[config.mk]
export PLATFORM = sky130hd
export DESIGN_NAME = dct_transpose_buf
export DESIGN_NICKNAME = d
export VERILOG_FILES = /design/src/rtl/dct_transpose_buf.sv
export SDC_FILE = /design/constraint.sdc
export NUM_CORES = 2
export LEC_CHECK = 0
export BUFFER_PORTS_ARGS = -buffer_cell sky130_fd_sc_hd__buf_2
export CAP_MARGIN = 20
export CORE_MARGIN = 2
export CORE_UTILIZATION = 50
export CTS_CLUSTER_DIAMETER = 200
export CTS_CLUSTER_SIZE = 8
export DETAILED_ROUTE_END_ITERATION = 7
export PLACE_DENSITY = 0.76
export REMOVE_ABC_BUFFERS = 1
export SLEW_MARGIN = 20
export SYNTH_ARGS = -nofsm -noshare
export SYNTH_HDL_FRONTEND = slang
export SYNTH_SLANG_ARGS = --single-unit
[constraint.sdc]
create_clock -name clk -period 4 [get_ports clk]
set_clock_uncertainty 0.05 [all_clocks]
set_input_delay 0.2 -clock clk [delete_from_list [all_inputs] [get_ports clk]]
set_output_delay 0.2 -clock clk [all_outputs]
set_load 0.05 [all_outputs]
[src/rtl/dct_transpose_buf.sv]
// Ping-pong 8x8 transpose buffer between the row and column passes of the 2-D binDCT.
// Rows are written into one bank while the other bank is read out column by column.
module dct_transpose_buf #(
  parameter int W_D = 16
) (
  input  logic                        clk,
  input  logic                        rst_n,
  input  logic                        in_valid,
  output logic                        in_ready,
  input  logic signed [7:0][W_D-1:0]  in_data,
  output logic                        out_valid,
  input  logic                        out_ready,
  output logic signed [7:0][W_D-1:0]  out_data,
  output logic [2:0]                  out_col,
  output logic                        out_last
);

  logic [1:0][7:0][7:0][W_D-1:0] mem;
  logic       wr_bank;
  logic [2:0] wr_row;
  logic       rd_bank;
  logic [2:0] rd_col;
  logic [1:0] full;
  logic [1:0] full_nxt;
  logic       wr_fire;
  logic       rd_fire;

  // Handshakes depend on registered state only, so in_ready never sees out_ready.
  assign in_ready  = ~full[wr_bank];
  assign out_valid = full[rd_bank];
  assign out_col   = rd_col;
  assign out_last  = out_valid && (rd_col == 3'd7);
  assign wr_fire   = in_valid && in_ready;
  assign rd_fire   = out_valid && out_ready;

  // Column mux straight off the storage registers of the bank being read.
  always_comb begin
    out_data = '0;
    for (int i = 0; i < 8; i++) begin
      out_data[i] = mem[rd_bank][i][rd_col];
    end
  end

  // Bank occupancy: a write and a read can only ever touch different banks in one cycle.
  always_comb begin
    full_nxt = full;
    if (wr_fire && (wr_row == 3'd7)) begin
      full_nxt[wr_bank] = 1'b1;
    end else begin
      full_nxt = full_nxt;
    end
    if (rd_fire && (rd_col == 3'd7)) begin
      full_nxt[rd_bank] = 1'b0;
    end else begin
      full_nxt = full_nxt;
    end
  end

  // Row storage.
  always_ff @(posedge clk or negedge rst_n) begin
    if (!rst_n) begin
      mem <= '0;
    end else if (wr_fire) begin
      mem[wr_bank][wr_row] <= in_data;
    end
  end

  // Write pointer.
  always_ff @(posedge clk or negedge rst_n) begin
    if (!rst_n) begin
      wr_bank <= 1'b0;
      wr_row  <= 3'd0;
    end else if (wr_fire) begin
      if (wr_row == 3'd7) begin
        wr_bank <= ~wr_bank;
        wr_row  <= 3'd0;
      end else begin
        wr_row  <= wr_row + 3'd1;
      end
    end
  end

  // Read pointer and occupancy flags.
  always_ff @(posedge clk or negedge rst_n) begin
    if (!rst_n) begin
      rd_bank <= 1'b0;
      rd_col  <= 3'd0;
      full    <= 2'b00;
    end else begin
      full <= full_nxt;
      if (rd_fire) begin
        if (rd_col == 3'd7) begin
          rd_bank <= ~rd_bank;
          rd_col  <= 3'd0;
        end else begin
          rd_col  <= rd_col + 3'd1;
        end
      end
    end
  end

endmodule

* Word level (Yosys, flattened, before mapping)
Index checks and enable logic that the tools add are counted.
** Word-level totals
- Bits in registers :: 2058
- Latch bits :: 0
- Memory bits (writable) :: 0
- Memory bits (read-only) :: 0
- Bits of input ports :: 132
- Memories kept :: 0
** Cells by class
- $add $sub $neg :: 2
- Multiply operators :: 0
- Div/mod/pow operators :: 0
- $lt $le $gt $ge :: 7
- Equal/unequal tests :: 2
- Shift-type cells :: 0
- Multiplexer cells :: 35
- Bitwise logic cells :: 6
- Reduce and logical (&&, ||, !) cells :: 10
** Operator list (number)
- $mux W1024 :: 3
- $bwmux W2048 :: 1
- $demux W1024 S1 :: 1
- $bmux W16 S3 :: 8
- $demux W128 S3 :: 1
- $mux W128 :: 1
- $mux W16 :: 8
- $logic_and A1 B1 Y1 :: 8
- $lt A3 B4 Y1 const B :: 2
- $add A3 B1 Y3 const B :: 2
- $eq A3 B3 Y1 const B :: 2
- $mux W1 :: 6
- $mux W3 :: 2
- $lt A1 B2 Y1 const B :: 2
- $mux W2 :: 2
- $reduce_and A2 Y1 :: 2
- $ge A3 B1 Y1 const B :: 1
- $not A1 Y1 :: 3
- $and A2 B2 Y2 :: 1
- $demux W1 S1 :: 2
- $ge A1 B1 Y1 const B :: 2
- $not A2 Y2 :: 1
- $or A2 B2 Y2 :: 1

* Logic depth before layout (Yosys ltp)
- Depth after elaboration :: 8
- Depth in mapped cells :: 8
- Depth with buffers taken out :: 5

* Least setup slack after synthesis
OpenSTA, ideal clock, no wires.
- Path type :: reg2out
- Start point :: register rd_col[0], in the netlist out_col[0]
- End point :: output port out_data[110] (netlist bit)
- Data arrival time :: 2501 ps
- Required time :: 3750 ps
- Setup slack :: 1249 ps
- Stages on the path, launching flop included :: 7
- Buffers on the path :: 4
- Path through :: dfrtp_1 > buf_2 > buf_2 > buf_2 > clkbuf_1 > a211oi_1 > a21oi_1
** RTL lines
- from (decl) :: line 22 : logic [2:0] rd_col;
- from (signal assigned) :: line 96 : rd_col <= rd_col + 3'd1;
- to (decl) :: line 13 : output logic signed [7:0][W_D-1:0] out_data,

==> flow_summary.json <==
{
  "outcome": "finished, final reports clean",
  "synthArstFlopShare_pct": 100,
  "leakage_nw": 47.1,
  "yosysSeqAreaShare_pct": 55.7,
  "grt_use_total_pct": 25.0,
  "max_freq_ghz": 0.261,
  "critPathMaxStageDelay_ps": 740,
  "crit_start": "out_col[2]",
  "die_x_um": 434,
  "dr.first_iter.drc_count": 3388,
  "place.gp.congestion": 0.774,
  "path_cells": "buf_6 > nor2b_4 > buf_4 > a221oi_1 > o21ai_0 > nand2_1 > buf_2",
  "nets": 6203,
  "drive_gt1_share_pct": 54.0,
  "cts_tree": "built",
  "peakVddDrop_mv": 0.629,
  "htreeDepth": 5,
  "finalWirelength_um": 231000,
  "hpwl_um": 135000,
  "die_height_um": 434,
  "arrival_ps": 3590,
  "yosysWarnings": 0,
  "avgSynthCellArea_um2": 16.1,
  "ios": 266,
  "grt_first_pass_wirelength_um": 358000,
  "clock-sinks": 2058,
  "yosysTopAreaCellShare_pct": 55.7,
  "placed_area_um2": 95800,
  "multi_input_area_um2": 38000,
  "synth.cell_area_um2": 92400,
  "insertion_delay_ps": 910,
  "drv_cap": 0,
  "start_util_pct": 50.4,
  "gr-total-overflow": 0,
  "syn_to_final_growth_pct": 13.8,
  "synth_area_leaders": "dfrtp_1, mux2_2, mux4_2, a22oi_1, mux2i_1",
  "design_area_um2": 105000,
  "ys_types": 35,
  "rsz0062_at_grt": "false",
  "crit_type": "reg -> out",
  "portBuffers": 265,
  "holdWs_ps": 87.6,
  "grt_max_degree": 161,
  "placed_cells": 8081,
  "core_region_area_um2": 183000,
  "hp-class": "in -> async",
  "path_max_fanout": 35,
  "grt_pass1_vias": 57800,
  "worst_slew_pin_slew_ps": 1100,
  "vias": 52400,
  "final_cell_mix": "dfrtp_1, mux2_2, mux4_2",
  "clockBufferDepth": 4,
  "end_kind": "output pin",
  "antenna_left": 0,
  "synthFlopType": "dfrtp_1",
  "setup_violations": 0,
  "critical_path_required_ps": 3750,
  "fin_crit_ps": 3840,
  "drt-wirelength-per-cell_um": 27.0,
  "row_count": 157,
  "die-area_um2": 188000,
  "slew_headroom_pct": 26.4,
  "drcViolationCount": 0,
  "detail_route.first_pass.iterations": 5,
  "fin_crit_sh_pct": 95.9,
  "vias_per_cell": 6.13,
  "synth_largest_area_cell": "dfrtp_1",
  "numCtsBuffers": 307,
  "setup_tns_ps": 0,
  "root_buffer": "clkbuf_16",
  "preCtsSetupSlack_ps": 842,
  "netlist_instances": 5741,
  "cp_slowest_cell": "dfrtp_4",
  "register_area_um2": 51500,
  "hold_violations": 0,
  "start_kind": "register",
  "final_common_cell": "dfrtp_1",
  "layoutNonFillerInstCount": 8547,
  "p_per_area_nw_per_um2": 894,
  "clkSlewWorstSetupHoldPaths_ps": 50,
  "grt_antenna_before_repair": 10,
  "regToRegStartpoint": "out_col[1]",
  "synth_edf_count": 0,
  "setup_slack_ps": 165,
  "fillCellCount": 13800,
  "synth_seq_cells": 2058,
  "drv_slew": 0
}
==> registers in the layout, indices dropped and copies added, names as in the netlist <==
signal	flops
wr_bank	1
full	2
mem	2048
wr_row	3
out_col	3
rd_bank	1
==> metrics by stage <==
stage          utilization (%)  total power [mW]
2_1_floorplan                -              58.2
3_3_place_gp              52.2              70.6
3_5_place_dp              52.2              72.0
4_1_cts                   57.3              94.6
5_1_grt                   57.3              98.5
6_report                  57.3              94.0
==> repair_timing <==
action                      CTS  global route
setup endpoints to repair    24            13
hold endpoints to repair   3040             0
hold buffers                133             0
buffers inserted              3             5
gates resized for setup       3             2
pin swaps                     1             1
==> layer usage <==
layer | up-vias | wire length, um | track usage [%]
li1 | 22000 | - | -
met1 | 28900 | 97700 | 33.2
met2 | 1183 | 115000 | 41.8
met3 | 416 | 9950 | 3.95
met4 | 2 | 7670 | 8.82
met5 | - | 19 | 0
==> critical path: cells and delay by family (launching register included) <==
| kind | cells | cell delay [ps] |
|---|---|---|
| AND/OR/NAND/NOR | 2 | 310 |
| buffers and inverters | 3 | 1040 |
| AO/OA/AOI/OAI | 2 | 560 |
| flip-flops | 1 | 740 |
==> cell families (layout without fill, tap and decap cells) <==
| logic type | Yosys count | after routing | synth area share [%] |
|---|---|---|---|
| buf+inv | 538 | 877 | 3.39 |
| simple gates | 169 | 169 | 0.805 |
| flops | 2058 | 2058 | 55.7 |
| other cells | 0 | 3 | 0 |
| fa+ha+maj | 4 | 4 | 0.0542 |
| mux | 2639 | 2639 | 37.5 |
| compound gates | 333 | 333 | 2.57 |
==> Yosys cell counts (all sizes together) (5+ instances only) <==
master  count
a211oi     21
a21oi      35
a22oi     211
buf       339
clkbuf    198
dfrtp    2058
mux2     2053
mux2i     135
mux4      451
nand2     126
nor2        7
nor2b      19
o211ai     31
o21ai       5
o22ai      21
==> where the power goes <==
part | switching, mW | total [mW] | internal (mW)
sequential | 4.62 | 34.7 | 30.1
clock | 8.45 | 22.1 | 13.7
combinational | 19.8 | 37.2 | 17.4
==> final timing paths <==
path | end | slack [ps] | depth (start not counted)
worst max-delay path | out_data[96] | 160 | 7
min in group clk | wr_bank | 220 | 4
worst min-delay path | mem[843] | 90 | 3
max in group asynchronous | mem[1673] | 2810 | 3
worst min register to register | mem[363] | 450 | 1
worst max register to register | full[0] | 1070 | 7
==> final cells by class <==
class                      instances  share of cell area (%)
timing repair buffer             554                    4.40
tap                             2464                    2.93
multi-input combinational       3145                    36.1
antenna                            3                 0.00714
clock buffer                     317                    7.48
sequential                      2058                    49.0
clock inverter                     5                  0.0488
inverter                           1                 0.00476
Power figures use the tool's default switching activity.
